File: src/rtl/bnn_seq_pkg.sv
// Shared types, widths and frame headers for the BNN load sequencer.
package bnn_seq_pkg;
    localparam int unsigned IN_W    = 4;
    localparam int unsigned WT_W    = 16;
    localparam int unsigned BIAS_W  = 16;
    localparam int unsigned RES_W   = 4;
    localparam int unsigned STAGE_W = 16;

    localparam logic [7:0] HDR_IN   = 8'hB1;
    localparam logic [7:0] HDR_WT   = 8'hB2;
    localparam logic [7:0] HDR_BIAS = 8'hB3;
    localparam logic [7:0] HDR_RUN  = 8'hC0;
    localparam logic [7:0] HDR_CLR  = 8'h00;

    typedef enum logic [2:0] {StIdle, StLoad, StRun, StWait, StResp} state_e;
    typedef enum logic [1:0] {TgtIn, TgtWt, TgtBias} target_e;

    // Payload bytes following a load header; 0 for anything that is not a load header.
    function automatic logic [1:0] payload_len(input logic [7:0] hdr);
        logic [1:0] len;
        case (hdr)
            HDR_IN:           len = 2'd1;
            HDR_WT, HDR_BIAS: len = 2'd2;
            default:          len = 2'd0;
        endcase
        return len;
    endfunction

    function automatic target_e hdr_target(input logic [7:0] hdr);
        target_e tgt;
        case (hdr)
            HDR_WT:   tgt = TgtWt;
            HDR_BIAS: tgt = TgtBias;
            default:  tgt = TgtIn;
        endcase
        return tgt;
    endfunction
endpackage

File: src/rtl/bnn_load_sequencer_if.sv
// Byte-stream, MLP and result signals of the BNN load sequencer.
interface bnn_load_sequencer_if;
    import bnn_seq_pkg::*;

    logic              rx_valid;
    logic [7:0]        rx_data;
    logic              rx_ready;
    logic [IN_W-1:0]   in_vec;
    logic [WT_W-1:0]   weights;
    logic [BIAS_W-1:0] bias;
    logic              mlp_start;
    logic              mlp_done;
    logic [RES_W-1:0]  mlp_result;
    logic              res_valid;
    logic [7:0]        res_data;
    logic              res_ready;
    logic              busy;
    logic              err;

    modport master (
        input  rx_valid, rx_data, mlp_done, mlp_result, res_ready,
        output rx_ready, in_vec, weights, bias, mlp_start, res_valid, res_data, busy, err
    );

    modport slave (
        output rx_valid, rx_data, mlp_done, mlp_result, res_ready,
        input  rx_ready, in_vec, weights, bias, mlp_start, res_valid, res_data, busy, err
    );
endinterface

File: src/rtl/bnn_frame_stager.sv
// Collects payload bytes LSB-first into a staging word and flags the byte that completes the frame.
module bnn_frame_stager
    import bnn_seq_pkg::*;
(
    input  logic               clk,
    input  logic               rst_n,
    input  logic               start_i,
    input  logic [1:0]         len_i,
    input  logic               byte_en_i,
    input  logic [7:0]         byte_i,
    output logic [STAGE_W-1:0] frame_o,
    output logic               commit_o
);
    logic [STAGE_W-1:0] stage_q, stage_d;
    logic [STAGE_W-1:0] frame;
    logic               idx_q, idx_d;
    logic [1:0]         rem_q, rem_d;

    // Frame including the byte arriving this cycle, so the commit sees the complete word.
    always_comb begin
        frame = stage_q;
        if (byte_en_i) begin
            frame[8 * int'(idx_q) +: 8] = byte_i;
        end
    end

    assign frame_o  = frame;
    assign commit_o = byte_en_i && (rem_q == 2'd1);

    always_comb begin
        stage_d = stage_q;
        idx_d   = idx_q;
        rem_d   = rem_q;
        if (start_i) begin
            stage_d = '0;
            idx_d   = 1'b0;
            rem_d   = len_i;
        end else if (byte_en_i) begin
            stage_d = frame;
            idx_d   = ~idx_q;
            rem_d   = rem_q - 2'd1;
        end
    end

    always_ff @(posedge clk or negedge rst_n) begin
        if (!rst_n) begin
            stage_q <= '0;
            idx_q   <= 1'b0;
            rem_q   <= 2'd0;
        end else begin
            stage_q <= stage_d;
            idx_q   <= idx_d;
            rem_q   <= rem_d;
        end
    end
endmodule

File: src/rtl/bnn_load_sequencer.sv
// Command sequencer between the SPI byte receiver and the BNN MLP: parses load/run frames,
// commits staged fields atomically, runs the MLP and returns a one-byte status/result.
module bnn_load_sequencer
    import bnn_seq_pkg::*;
#(
    parameter int unsigned TIMEOUT = 255
) (
    input logic                  clk,
    input logic                  rst_n,
    bnn_load_sequencer_if.master bus
);
    localparam int unsigned     CntW    = $clog2(TIMEOUT + 1);
    localparam logic [CntW-1:0] CntLast = CntW'(TIMEOUT - 1);

    state_e            state_q, state_d;
    target_e           tgt_q, tgt_d;
    logic [2:0]        loaded_q, loaded_d;
    logic              err_q, err_d;
    logic              timeout_q, timeout_d;
    logic [CntW-1:0]   cnt_q, cnt_d;
    logic [RES_W-1:0]  result_q, result_d;
    logic [IN_W-1:0]   in_vec_q, in_vec_d;
    logic [WT_W-1:0]   wt_q, wt_d;
    logic [BIAS_W-1:0] bias_q, bias_d;

    logic               frame_start;
    logic               byte_en;
    logic               commit;
    logic [1:0]         hdr_len;
    logic [STAGE_W-1:0] frame;

    always_comb hdr_len = payload_len(bus.rx_data);

    bnn_frame_stager u_stager (
        .clk       (clk),
        .rst_n     (rst_n),
        .start_i   (frame_start),
        .len_i     (hdr_len),
        .byte_en_i (byte_en),
        .byte_i    (bus.rx_data),
        .frame_o   (frame),
        .commit_o  (commit)
    );

    always_comb begin
        state_d     = state_q;
        tgt_d       = tgt_q;
        loaded_d    = loaded_q;
        err_d       = err_q;
        timeout_d   = timeout_q;
        cnt_d       = cnt_q;
        result_d    = result_q;
        frame_start = 1'b0;
        byte_en     = 1'b0;
        unique case (state_q)
            StIdle: begin
                if (bus.rx_valid) begin
                    if (hdr_len != 2'd0) begin
                        frame_start = 1'b1;
                        tgt_d       = hdr_target(bus.rx_data);
                        state_d     = StLoad;
                    end else if (bus.rx_data == HDR_RUN) begin
                        if (&loaded_q) state_d = StRun;
                        else           err_d   = 1'b1;
                    end else if (bus.rx_data == HDR_CLR) begin
                        loaded_d = 3'b000;
                        err_d    = 1'b0;
                    end else begin
                        err_d = 1'b1;
                    end
                end
            end
            StLoad: begin
                if (bus.rx_valid) begin
                    byte_en = 1'b1;
                    if (commit) begin
                        loaded_d[tgt_q] = 1'b1;
                        state_d         = StIdle;
                    end
                end
            end
            StRun: begin
                cnt_d   = '0;
                state_d = StWait;
            end
            StWait: begin
                cnt_d = cnt_q + 1'b1;
                // done on the terminal cycle takes priority over the abort
                if (bus.mlp_done) begin
                    result_d  = bus.mlp_result;
                    timeout_d = 1'b0;
                    state_d   = StResp;
                end else if (cnt_q == CntLast) begin
                    result_d  = '0;
                    timeout_d = 1'b1;
                    state_d   = StResp;
                end
            end
            StResp: begin
                if (bus.res_ready) state_d = StIdle;
            end
            default: state_d = StIdle;
        endcase
    end

    always_comb begin
        in_vec_d = in_vec_q;
        wt_d     = wt_q;
        bias_d   = bias_q;
        if (commit) begin
            unique case (tgt_q)
                TgtIn:   in_vec_d = frame[IN_W-1:0];
                TgtWt:   wt_d     = frame[WT_W-1:0];
                TgtBias: bias_d   = frame[BIAS_W-1:0];
                default: ;
            endcase
        end
    end

    always_comb begin
        bus.rx_ready  = (state_q == StIdle) || (state_q == StLoad);
        bus.mlp_start = (state_q == StRun);
        bus.res_valid = (state_q == StResp);
        bus.busy      = (state_q == StRun) || (state_q == StWait) || (state_q == StResp);
        bus.err       = err_q;
        bus.in_vec    = in_vec_q;
        bus.weights   = wt_q;
        bus.bias      = bias_q;
        bus.res_data  = 8'h00;
        if (state_q == StResp) begin
            bus.res_data = {timeout_q, err_q, &loaded_q, 1'b0, 4'(result_q)};
        end
    end

    always_ff @(posedge clk or negedge rst_n) begin
        if (!rst_n) begin
            state_q   <= StIdle;
            tgt_q     <= TgtIn;
            loaded_q  <= 3'b000;
            err_q     <= 1'b0;
            timeout_q <= 1'b0;
            cnt_q     <= '0;
            result_q  <= '0;
            in_vec_q  <= '0;
            wt_q      <= '0;
            bias_q    <= '0;
        end else begin
            state_q   <= state_d;
            tgt_q     <= tgt_d;
            loaded_q  <= loaded_d;
            err_q     <= err_d;
            timeout_q <= timeout_d;
            cnt_q     <= cnt_d;
            result_q  <= result_d;
            in_vec_q  <= in_vec_d;
            wt_q      <= wt_d;
            bias_q    <= bias_d;
        end
    end
endmodule

File: src/flat_wrapper.sv
// flat-port wrapper written by rule: the top's interface ports become plain ports
module bnn_load_sequencer_flat import bnn_seq_pkg::*;
#(
    parameter int unsigned TIMEOUT = 255
)
  (clk, rst_n, bus_rx_valid, bus_rx_data, bus_mlp_done, bus_mlp_result, bus_res_ready, bus_rx_ready, bus_in_vec, bus_weights, bus_bias, bus_mlp_start, bus_res_valid, bus_res_data, bus_busy, bus_err);
  bnn_load_sequencer_if bus_i ();
  input logic clk;
  input logic rst_n;
  input wire logic [$bits(bus_i.rx_valid)-1:0] bus_rx_valid;
  input wire logic [$bits(bus_i.rx_data)-1:0] bus_rx_data;
  input wire logic [$bits(bus_i.mlp_done)-1:0] bus_mlp_done;
  input wire logic [$bits(bus_i.mlp_result)-1:0] bus_mlp_result;
  input wire logic [$bits(bus_i.res_ready)-1:0] bus_res_ready;
  output wire logic [$bits(bus_i.rx_ready)-1:0] bus_rx_ready;
  output wire logic [$bits(bus_i.in_vec)-1:0] bus_in_vec;
  output wire logic [$bits(bus_i.weights)-1:0] bus_weights;
  output wire logic [$bits(bus_i.bias)-1:0] bus_bias;
  output wire logic [$bits(bus_i.mlp_start)-1:0] bus_mlp_start;
  output wire logic [$bits(bus_i.res_valid)-1:0] bus_res_valid;
  output wire logic [$bits(bus_i.res_data)-1:0] bus_res_data;
  output wire logic [$bits(bus_i.busy)-1:0] bus_busy;
  output wire logic [$bits(bus_i.err)-1:0] bus_err;
  assign bus_i.rx_valid = bus_rx_valid;
  assign bus_i.rx_data = bus_rx_data;
  assign bus_i.mlp_done = bus_mlp_done;
  assign bus_i.mlp_result = bus_mlp_result;
  assign bus_i.res_ready = bus_res_ready;
  assign bus_rx_ready = bus_i.rx_ready;
  assign bus_in_vec = bus_i.in_vec;
  assign bus_weights = bus_i.weights;
  assign bus_bias = bus_i.bias;
  assign bus_mlp_start = bus_i.mlp_start;
  assign bus_res_valid = bus_i.res_valid;
  assign bus_res_data = bus_i.res_data;
  assign bus_busy = bus_i.busy;
  assign bus_err = bus_i.err;
  bnn_load_sequencer #(.TIMEOUT(TIMEOUT)) u_core (.clk(clk), .rst_n(rst_n), .bus(bus_i));
endmodule
File: config.mk
export PLATFORM = sky130hd
export DESIGN_NAME = bnn_load_sequencer_flat
export DESIGN_NICKNAME = d
export VERILOG_FILES = /design/src/rtl/bnn_seq_pkg.sv /design/src/rtl/bnn_load_sequencer_if.sv /design/src/rtl/bnn_frame_stager.sv /design/src/rtl/bnn_load_sequencer.sv /design/src/flat_wrapper.sv
export SDC_FILE = /design/constraint.sdc
export NUM_CORES = 1
export LEC_CHECK = 0
export ABC_AREA = 1
export ABC_CLOCK_PERIOD_IN_PS = 4300
export BUFFER_PORTS_ARGS = -buffer_cell sky130_fd_sc_hd__clkbuf_2
export CORE_MARGIN = 3
export CORE_UTILIZATION = 50
export DETAILED_ROUTE_END_ITERATION = 7
export PLACE_DENSITY = 0.73
export SLEW_MARGIN = 20
export SYNTH_ARGS = -nofsm -noshare
export SYNTH_HDL_FRONTEND = slang
export SYNTH_HIERARCHICAL = 1
export SYNTH_SLANG_ARGS = --single-unit
File: constraint.sdc
create_clock -name clk -period 4.3 [get_ports clk]
set_clock_uncertainty 0.15 [all_clocks]
set_input_delay 0.86 -clock clk [delete_from_list [all_inputs] [get_ports clk]]
set_output_delay 0.86 -clock clk [all_outputs]
set_load 0.05 [all_outputs]
### Word-level counts from Yosys, hierarchy flattened

Index checks and enable logic that the tools add are counted.

| operators by class | value |
|---|---|
| $add $sub $neg | 3 |
| magnitude comparators | 2 |
| equal/unequal tests | 23 |
| shifts and indexed selects | 2 |
| multiplexer cells | 43 |
| bitwise operators | 3 |
| reduce and logical (&&, ||, !) cells | 23 |

Operators by type and width:

| operator | count |
|---|---|
| 16-bit 2-to-1 mux | 3 |
| 3-bit 2-to-1 mux | 15 |
| 8-bit equality test (second input constant) | 5 |
| 4-bit negator with 33-bit output | 1 |
| 8-bit by 33-bit variable shift with 16-bit output (first input constant) | 1 |
| 8-bit by 33-bit variable part select with 16-bit output | 1 |
| 16-bit bitwise mux | 1 |
| 8-bit one-hot mux with 2 select lines | 1 |
| 3-bit one-hot mux with 5 select lines | 1 |
| 7-bit AND reduction | 2 |
| 1-bit 2-to-1 mux | 13 |
| 2-bit != test (second input constant) | 6 |
| 2-bit nonzero test | 5 |
| 8-bit by 1-bit adder with 8-bit output (second input constant) | 1 |
| 8-bit zero test | 1 |
| 4-bit 2-to-1 mux | 2 |
| 8-bit 2-to-1 mux | 1 |
| 2-bit one-hot mux with 2 select lines | 2 |
| 2-bit AND reduction | 4 |
| 3-bit by 2-bit equality test with 1-bit output (second input constant) | 2 |
| 3-bit by 1-bit != test with 1-bit output (second input constant) | 2 |
| 3-bit one-hot mux with 2 select lines | 1 |
| 3-bit AND reduction | 2 |
| 2-bit by 1-bit equality test with 1-bit output (second input constant) | 2 |
| 18 further kinds | 24 |

| storage, ports and cells | value |
|---|---|
| bits in registers | 77 |
| input bits | 17 |
| output and inout port bits | 49 |

### Logic depth before layout (Yosys ltp)

Gate-level depths: netlist of the first run.

| logic depth | value |
|---|---|
| depth in word-level cells | 8 |
| mapped depth | 15 |
| mapped depth without buffers | 14 |

### By module

The synthesis of the first run kept the hierarchy.

By module, submodules not included:

| module | times used | cells an instance | area an instance (um^2) | sequential area each (um^2) |
|---|---|---|---|---|
| bnn_load_sequencer | 1 | 311 | 2,676.3 | 1,451.4 |
| bnn_frame_stager | 1 | 153 | 1,039.7 | 475.5 |

### Worst setup path after synthesis of the first run

No wires, ideal clock.

| timing | value |
|---|---|
| path kind | reg2out |
| from | register u_core.state_q[0] |
| to | output bus_res_data[5] |
| arrival time | 1,902 ps |
| required time | 3,290 ps |
| path slack | 1,388 ps |
| cell stages (with the launch flop) | 5 |
| buffers on the path | 1 |
| cells stage by stage | dfrtp_1 -> inv_2 -> nand3_1 -> buf_2 -> nor3_1 |

| between the ends | value |
|---|---|
| word-level cells in the longest chain between the ends | 2 |

Ends and longest elaborated chain:

| item | RTL line | source |
|---|---|---|
| from (decl) | bnn_load_sequencer.sv:15 | `state_e state_q, state_d;` |
| from (signal assigned) | bnn_load_sequencer.sv:137 | `state_q <= StIdle;` |
| from (signal assigned) | bnn_load_sequencer.sv:148 | `state_q <= state_d;` |
| 3-bit equality test | bnn_load_sequencer.sv:130 | `if (state_q == StResp) begin` |
| 8-bit 2-to-1 mux | bnn_load_sequencer.sv:130 |  |
| to (decl) | flat_wrapper.sv:21 | `output wire logic [$bits(bus_i.res_data)-1:0] bus_res_data;` |

No other way between the ends.

### Worst setup path in the final report of the first run

Same ends and word-level chain as after synthesis.

==> results of run 1 <==
==> through the flow <==
stage | hold slack (ns) | utilization (%) | instances | area (um^2)
final | 0.335 | 61.6 | 629 | 4300
after detailed placement | 0.322 | 58.7 | 613 | 4100
after global routing | 0.365 | 61.6 | 629 | 4300
after CTS | 0.342 | 61.6 | 629 | 4300
after global placement | 0.317 | 58.7 | 613 | 4100
after floorplan | 0.299 | - | 464 | 3720
==> how the worst max path moves through the flow <==
stage                            startpoint                  endpoint
final                     u_core/state_q[0]           bus_res_data[5]
after detailed placement     bus_rx_data[6]  u_core/u_stager/rem_q[1]
after global routing      u_core/state_q[0]           bus_res_data[5]
after CTS                 u_core/state_q[0]           bus_res_data[5]
after floorplan           u_core/state_q[0]           bus_res_data[5]
after global placement       bus_rx_data[6]  u_core/u_stager/rem_q[1]
==> cells in the mapped netlist, drive strengths merged, types with 2 or more instances <==
master  count
o21ai      48
nor3        4
a22o        4
xor2        2
clkbuf      4
ha          3
o22ai       2
nor2       48
inv        95
nand2     119
dfrtp      77
a21oi       8
nand3      30
buf        10
nand4       5
==> sequential cells by signal, indices dropped and copies added, names as in the netlist <==
signal	cells
u_core/bus.bias	16
u_core/bus.weights	16
u_core/u_stager/stage_q	16
u_core/cnt_q	8
u_core/bus.in_vec	4
u_core/result_q	4
u_core/loaded_q	3
u_core/state_q	3
u_core/tgt_q	2
u_core/u_stager/rem_q	2
u_core/bus.err	1
u_core/timeout_q	1
u_core/u_stager/idx_q	1
==> worst max-delay path, delay by kind of cell, from the launching register on <==
family	cells	cell delay (ns)
and+or+nand+nor	2	0.61
DFF	1	0.45
buffers and inverters	2	0.50
==> per-layer routing <==
layer  track usage [%]  vias up
li1                  -     1551
met1              27.4     1399
met2              29.6       81
met3              5.50       10
met4              6.68        0
met5                 0        -
==> cells by family after synthesis <==
kind of cell,after synthesis,synth area share [%]
fa+ha+maj,3,1.01
xor+xnor,2,0.471
flops,77,51.9
buf+inv,109,12.0
compound gates,65,9.66
other cells,1,0.101
simple gates,207,24.9
==> report_power, final <==
part / switching (mW) / internal, mW
Sequential: 0.0700 / 0.860
Combinational: 0.417 / 0.172
Clock: 0.274 / 0.288
==> final cells by class <==
| cell class | count | area (um^2) |
|---|---|---|
| Multi-Input combinational cell | 278 | 1340 |
| Clock buffer | 10 | 138 |
| Clock inverter | 6 | 70.1 |
| Sequential cell | 77 | 1930 |
| Tap cell | 96 | 120 |
| Fill cell | 633 | 2680 |
| Inverter | 95 | 359 |
| Timing Repair Buffer | 67 | 345 |
==> flow_metrics.py, run 1 <==
metrics = {
    "routing": {
        "drt-initial-drc-count": 197,
        "routed_via_density": 4.83,
        "totalWireLength_mm": 7.68,
        "ant_nets": 0,
        "routed-via-count": 3041,
        "drc_errors": 0,
        "met3_length_um": 372,
        "highest_layer": "met4",
        "wl_met1_mm": 3.80,
        "drt-pass1-iter-count": 4,
        "post_drt_wl_per_cell_um": 12.2,
        "wl_met2_mm": 3.42,
    },
    "yosys": {
        "ys_async_sr_fraction_pct": 100,
        "synth_area_leaders": "dfrtp_1, nand2_1, inv_1",
        "synthCells": 464,
        "synth_top_area_cell": "dfrtp_1",
        "syn_nets": 484,
        "synthFlopType": "dfrtp_1",
        "avgSynthCellArea_um2": 8.01,
        "synth.yosys.seq_area_share_pct": 51.9,
        "synth-edff-count": 0,
        "synth_top_area_share_pct": 51.9,
        "synth_warnings": 6,
        "synth_seq_cells": 77,
        "yosysUniqueCellTypes": 32,
        "synth_area_um2": 3720,
    },
    "floorplanning": {
        "fp-row-count": 30,
        "fp.dieH_um": 92.2,
        "die_w_um": 92.2,
        "die-area_um2": 8500,
        "start_util_pct": 53.2,
        "ios": 66,
        "coreArea_um2": 6980,
    },
    "timing": {
        "timing.slew.headroom_pct": 37.3,
        "setup_ws_ns": 1.38,
        "fin_crit_sh_pct": 67.9,
        "fin_setup_tns_ns": 0,
        "finalSetupViolations": 0,
        "rsz0062_at_grt": "false",
        "slew_viol_final": 0,
        "finalHoldViolCount": 0,
        "fmax_mhz": 343,
        "worst_slew_pin_slew_ns": 0.941,
        "layout_min_cycle_time_ns": 2.92,
    },
    "hold_path": {
        "hp-start": "u_core/bus.bias[1]",
        "min_path_cells": 2,
        "holdPathEnd": "u_core/bus.bias[1]",
        "hp-class": "flip-flop to flip-flop",
    },
    "setup_path": {
        "slowest_stage": "dfrtp_1",
        "cp_data_arrival_time_ns": 1.91,
        "r2r_setup_slack_ns": 1.71,
        "crit_chain": "inv_2 > nand3_1 > nor3_1 > clkbuf_2",
        "cp-start-kind": "flip-flop",
        "cpPeakStageDelay_ns": 0.45,
        "reg2reg_depth": 12,
        "cp-end-kind": "primary output",
        "crit_fanout": 11,
        "worst_ep_required_time_ns": 3.29,
        "reg2reg_from": "u_core/state_q[2]",
        "timing_worst_setup_path_type": "flip-flop to primary output",
        "reg2reg_to": "u_core/bus.weights[7]",
    },
    "global_routing": {
        "grt_start_max_net_pins": 78,
        "grt_usage_pct": 19.6,
        "antenna_found_initial": 0,
        "grt_pass1_vias": 2913,
        "grt_pass1_wl_mm": 13.3,
        "overflow": 0,
    },
    "job": {
        "drv_cap": 0,
    },
    "place": {
        "dp_slack_ns": 1.47,
        "hpwl_mm": 5.48,
        "gp_congestion": 0.848,
        "port_buffers": 64,
    },
    "clocking": {
        "clk_path_buf_depth": 2,
        "clkSinkCount": 77,
        "cts_tree": "done",
        "numCtsBuffers": 9,
        "clock-root-buffer": "clkbuf_8",
        "ctsHoldBuffers": 0,
        "cts_setup_buffers": 0,
        "worstSkewPairLatency_ns": 0.36,
        "clk_pin_slew_ns": 0.08,
        "htreeDepth": 3,
        "ctsResizeCount": 0,
    },
    "final_layout": {
        "layout_common_cells": "nand2_1, inv_1, dfrtp_1, clkbuf_2, o21ai_0",
        "final_common_cell": "nand2_1",
        "fin_nets": 548,
        "area_growth_pct": 15.8,
        "insertedDiodeCount": 0,
        "drive_gt1_share_pct": 20.8,
    },
    "run_status": {
        "outcome": "finished, final reports clean",
    },
    "power": {
        "power_mw": 2.08,
        "cellPowerDensity_nw_per_um2": 483,
        "power.leakage_nw": 2.45,
        "vdd.ir_drop.worst_uv": 227,
    },
}
(Power assumes the default switching activity.)
==> inputs of run 2 (changes only) <==
--- a/config.mk
+++ b/config.mk
@@ -6,12 +6,12 @@
 export NUM_CORES = 1
 export LEC_CHECK = 0
 export ABC_AREA = 1
-export ABC_CLOCK_PERIOD_IN_PS = 4300
+export ABC_CLOCK_PERIOD_IN_PS = 2400
 export BUFFER_PORTS_ARGS = -buffer_cell sky130_fd_sc_hd__clkbuf_2
 export CORE_MARGIN = 3
 export CORE_UTILIZATION = 50
 export DETAILED_ROUTE_END_ITERATION = 7
-export PLACE_DENSITY = 0.73
+export PLACE_DENSITY = 0.75
 export SLEW_MARGIN = 20
 export SYNTH_ARGS = -nofsm -noshare
 export SYNTH_HDL_FRONTEND = slang
==> constraint.sdc (replaced) <==
create_clock -name clk -period 2.4 [get_ports clk]
set_clock_uncertainty 0.15 [all_clocks]
set_input_delay 0.48 -clock clk [delete_from_list [all_inputs] [get_ports clk]]
set_output_delay 0.48 -clock clk [all_outputs]
set_load 0.05 [all_outputs]
==> run 2 against run 1 <==
Net effect:
- sequential power is 80% higher
- final cell count is 0.79% higher
- critical path depth is 1 higher
- first-iteration DRC count is 6.1% higher
- critical endpoint is now bus_mlp_start
==> flow_metrics.py, run 2 (same netlist as run 1, synthesis figures left out) <==
metrics = {
    "timing": {
        "finalHoldViolCount": 0,
        "layout_min_cycle_time_ns": 2.29,
        "finalSetupViolations": 0,
        "fin_setup_tns_ns": 0,
        "slew_viol_final": 0,
        "fin_crit_sh_pct": 95.5,
        "fmax_mhz": 436,
        "rsz0062_at_grt": "false",
    },
    "global_routing": {
        "overflow": 0,
        "grt_usage_pct": 19.6,
        "grt_pass1_wl_mm": 13.4,
        "grt_start_max_net_pins": 38,
        "grt_pass1_vias": 2901,
        "antenna_found_initial": 0,
    },
    "clocking": {
        "clock-root-buffer": "clkbuf_8",
        "cts_setup_buffers": 0,
        "cts_tree": "done",
        "clk_pin_slew_ns": 0.08,
        "worstSkewPairLatency_ns": 0.35,
        "htreeDepth": 3,
        "clkSinkCount": 77,
        "clk_path_buf_depth": 2,
        "numCtsBuffers": 9,
    },
    "place": {
        "gp_congestion": 0.782,
        "hpwl_mm": 5.83,
        "placed_area_um2": 4160,
        "port_buffers": 64,
    },
    "routing": {
        "wl_met2_mm": 3.51,
        "post_drt_wl_per_cell_um": 12.3,
        "totalWireLength_mm": 7.79,
        "highest_layer": "met4",
        "wl_met1_mm": 3.74,
        "met3_length_um": 419,
        "drt-initial-drc-count": 209,
        "drt-pass1-iter-count": 4,
        "routed-via-count": 3048,
        "routed_via_density": 4.81,
        "ant_nets": 0,
        "drc_errors": 0,
    },
    "hold_path": {
        "hp-class": "input port to flip-flop",
        "min_path_cells": 2,
        "hp-start": "bus_mlp_result[1]",
    },
    "setup_path": {
        "cp-start-kind": "flip-flop",
        "crit_fanout": 7,
        "cp_data_arrival_time_ns": 1.66,
        "reg2reg_from": "u_core/state_q[2]",
        "crit_path_start": "u_core/state_q[1]",
        "timing_worst_setup_path_type": "flip-flop to primary output",
        "reg2reg_depth": 12,
        "worst_ep_required_time_ns": 1.77,
        "cp-end-kind": "primary output",
    },
    "job": {
        "drv_cap": 0,
    },
    "power": {
        "power.leakage_nw": 2.47,
        "vdd.ir_drop.worst_uv": 358,
        "cellPowerDensity_nw_per_um2": 848,
    },
    "final_layout": {
        "final_common_cell": "nand2_1",
        "fin_area_um2": 4380,
        "layout_common_cells": "nand2_1, inv_1, dfrtp_1, clkbuf_2, o21ai_0",
        "fin_nets": 553,
        "fillers": 635,
        "drive_gt1_share_pct": 21.6,
        "insertedDiodeCount": 0,
        "area_growth_pct": 17.9,
    },
    "floorplanning": {
        "start_util_pct": 53.2,
        "coreArea_um2": 6980,
        "fp.dieH_um": 92.2,
        "die-area_um2": 8500,
        "fp-row-count": 30,
        "die_w_um": 92.2,
        "ios": 66,
    },
    "run_status": {
        "outcome": "finished, final reports clean",
    },
}
## run 2: stage by stage
| step | utilization, % | power (mW) | hold slack (ns) | cells | setup WS [ns] |
|---|---|---|---|---|---|
| after floorplan | - | 2.52 | 0.0344 | 464 | 0.108 |
| after global placement | 59.6 | 2.72 | 0.317 | 617 | 0.296 |
| after detailed placement | 59.6 | 2.76 | 0.324 | 617 | 0.244 |
| after CTS | 62.7 | 3.75 | 0.190 | 634 | 0.0161 |
| after global routing | 62.8 | 3.98 | 0.202 | 634 | 0.00122 |
| final | 62.8 | 3.71 | 0.203 | 634 | 0.108 |
## run 2: worst max-delay path: stages, from the launching register on
cell and delay, ns:
dfrtp_1 0.41, inv_1 0.13, nor2_4 0.20, inv_4 0.11
nor2_4 0.16, clkbuf_2 0.31
## run 2: area by class of cell
class	count	area, um^2	share of cell area, %
inverter	95	359	8.20
clock buffer	10	128	2.91
timing repair buffer	72	410	9.37
tap	96	120	2.74
clock inverter	6	71.3	1.63
sequential	77	1930	44.0
multi-input combinational	278	1370	31.2
## run 2: final timing paths
kind / endpoint / slack [ns]
setup / recovery: bus_mlp_start / 0.11
hold / removal: u_core/result_q[1] / 0.20
setup reg to reg: u_core/bus.weights[11] / 0.24
hold reg to reg: u_core/bus.in_vec[2] / 0.33
max in group asynchronous: u_core/bus.weights[12] / 1.03
min in group asynchronous: u_core/cnt_q[1] / 0.47
## run 2: layer usage
layer | vias to the layer above | GRT usage [%]
met5 | - | 0
met4 | 0 | 7.05
met3 | 10 | 4.18
met2 | 76 | 30.7
met1 | 1403 | 27.1
li1 | 1559 | -
## run 2: where the power goes
group          switching [mW]  total [mW]  internal, mW
registers               0.131        1.67          1.54
clock network           0.490       0.977         0.487
logic                   0.747        1.07         0.319
## run 2: timing repair
action / in CTS / in global routing
endpoints found under the hold margin: 35 / 0
resized for setup: 1 / 2
hold buffers: 1 / 0
setup endpoints to repair: 8 / 7
==> inputs of run 3 (changes only) <==
--- a/config.mk
+++ b/config.mk
@@ -7,11 +7,11 @@
 export LEC_CHECK = 0
 export ABC_AREA = 1
 export ABC_CLOCK_PERIOD_IN_PS = 2400
-export BUFFER_PORTS_ARGS = -buffer_cell sky130_fd_sc_hd__clkbuf_2
 export CORE_MARGIN = 3
 export CORE_UTILIZATION = 50
 export DETAILED_ROUTE_END_ITERATION = 7
-export PLACE_DENSITY = 0.75
+export DONT_BUFFER_PORTS = 1
+export PLACE_DENSITY = 0.68
 export SLEW_MARGIN = 20
 export SYNTH_ARGS = -nofsm -noshare
 export SYNTH_HDL_FRONTEND = slang
==> run 3 against run 2 <==
Net effect:
- the run now ends with hold timing left
- power is 3.0% lower
- setup slack better by 0.078 ns
- fmax is 3.5% higher
- clock power is 2.7% lower
- worst hold slack worse by 0.54 ns
- sequential power is 7% higher
- design area is 7.1% lower
- combinational power is 18% lower
- wire length is 2.6% lower
- clock-buffer cell count is 1 lower
==> flow_metrics.py, run 3 (same netlist as run 1, synthesis figures left out) <==
metrics = {
    "run_status": {
        "outcome": "finished, violations left",
        "violations": "hold timing",
    },
    "routing": {
        "drt-initial-drc-count": 175,
        "drc_errors": 0,
        "totalWireLength_mm": 7.58,
        "ant_nets": 0,
        "routed-via-count": 2845,
        "drt-pass1-iter-count": 4,
        "routed_via_density": 4.94,
        "post_drt_wl_per_cell_um": 13.2,
    },
    "global_routing": {
        "grt_busiest_layer": "met2",
        "grt_pass1_wl_mm": 13.1,
        "grt_pass1_vias": 2741,
        "grt_start_max_net_pins": 78,
        "gr-usage-met3_pct": 5.82,
        "antenna_found_initial": 0,
        "overflow": 0,
        "use_met2_pct": 28.7,
        "grt_usage_pct": 19.5,
        "use_met1_pct": 27.1,
    },
    "place": {
        "port_buffers": 0,
        "gp_congestion": 0.810,
        "hpwl_mm": 5.40,
        "dp_slack_ns": 0.264,
        "placed_area_um2": 3870,
    },
    "timing": {
        "slew_viol_final": 0,
        "finalSetupViolations": 0,
        "fin_setup_tns_ns": 0,
        "fmax_mhz": 452,
        "timing.slew.headroom_pct": 66.6,
        "worst_slew_pin_slew_ns": 0.500,
        "finalHoldViolCount": 77,
        "rsz0062_at_grt": "false",
        "layout_min_cycle_time_ns": 2.21,
        "setup_ws_ns": 0.186,
        "fin_crit_sh_pct": 92.2,
        "whs_ns": -0.332,
    },
    "power": {
        "vdd.ir_drop.worst_uv": 377,
        "power.leakage_nw": 2.21,
        "cellPowerDensity_nw_per_um2": 885,
    },
    "clocking": {
        "cts_setup_buffers": 0,
        "clkSinkCount": 77,
        "cts_tree": "done",
        "worstSkewPairLatency_ns": 0.35,
        "clock-root-buffer": "clkbuf_8",
        "clk_path_buf_depth": 2,
        "clk_pin_slew_ns": 0.08,
        "htreeDepth": 3,
        "numCtsBuffers": 9,
    },
    "final_layout": {
        "area_growth_pct": 9.60,
        "fin_nets": 496,
        "layout_common_cells": "nand2_1, inv_1, dfrtp_1, o21ai_0, nor2_1",
        "fin_area_um2": 4070,
        "fillers": 640,
        "final_common_cell": "nand2_1",
        "drive_gt1_share_pct": 12.5,
        "insertedDiodeCount": 0,
    },
    "floorplanning": {
        "start_util_pct": 53.2,
        "coreArea_um2": 6980,
        "ios": 66,
        "fp.dieH_um": 92.2,
        "die_w_um": 92.2,
        "die-area_um2": 8500,
        "fp-row-count": 30,
    },
    "setup_path": {
        "worst_ep_required_time_ns": 1.77,
        "cp-end-kind": "primary output",
        "cp-start-kind": "flip-flop",
        "cp_data_arrival_time_ns": 1.58,
        "reg2reg_depth": 12,
        "timing_worst_setup_path_type": "flip-flop to primary output",
        "crit_fanout": 11,
    },
    "hold_path": {
        "hp-class": "input port to asynchronous set/reset pin",
    },
    "job": {
        "drv_cap": 0,
    },
}
[run 3: report_power, final]
group          leakage [nW]  internal, mW  switching (mW)
registers              1.00          1.54           0.242
logic                  1.12         0.286           0.586
clock network        0.0915         0.474           0.477
[run 3: through the flow]
step / power [mW] / utilization [%] / cells
after floorplan: 2.52 / - / 464
after global placement: 2.64 / 55.5 / 561
after detailed placement: 2.67 / 55.5 / 561
after CTS: 3.64 / 58.2 / 576
after global routing: 3.88 / 58.3 / 576
final: 3.60 / 58.3 / 576
[run 3: what timing repair did]
action                                  4_1_cts  5_1_grt
endpoints found under the hold margin        77       77
resized for setup                             1        1
endpoints found under the setup margin        8        1
[run 3: area by class of cell]
type	instances	area, um^2	share of cell area [%]
flip-flops and latches	77	1930	47.3
multi-input cells	278	1370	33.5
inverters	95	359	8.82
clock buffers	9	124	3.04
well taps	96	120	2.95
repair buffers	15	113	2.76
clock inverters	6	63.8	1.57
[run 3: final timing paths]
check,from,endpoint,slack [ns]
min in group clk,bus_mlp_result[3],u_core/result_q[3],0.13
max in group asynchronous,rst_n,u_core/bus.weights[13],2.34
worst max register to register,u_core/state_q[2],u_core/bus.weights[11],0.30
worst min-delay path,rst_n,u_core/bus.weights[10],-0.33
worst min register to register,u_core/u_stager/rem_q[1],u_core/u_stager/rem_q[1],0.34
worst max-delay path,u_core/state_q[0],bus_res_data[5],0.19
[run 3: per-layer routing]
layer | routed length (um) | share of wire, % | vias up
li1 | - | - | 1444
met1 | 3740 | 49 | 1321
met2 | 3330 | 44 | 72
met3 | 423 | 5.6 | 8
met4 | 91 | 1.2 | 0
met5 | 0 | 0 | -
[run 3: critical path: stages (launching register included)]
cell and delay, ns:
dfrtp_1 0.45, inv_2 0.21, nand3_4 0.18, nor3_2 0.17
buf_4 0.23
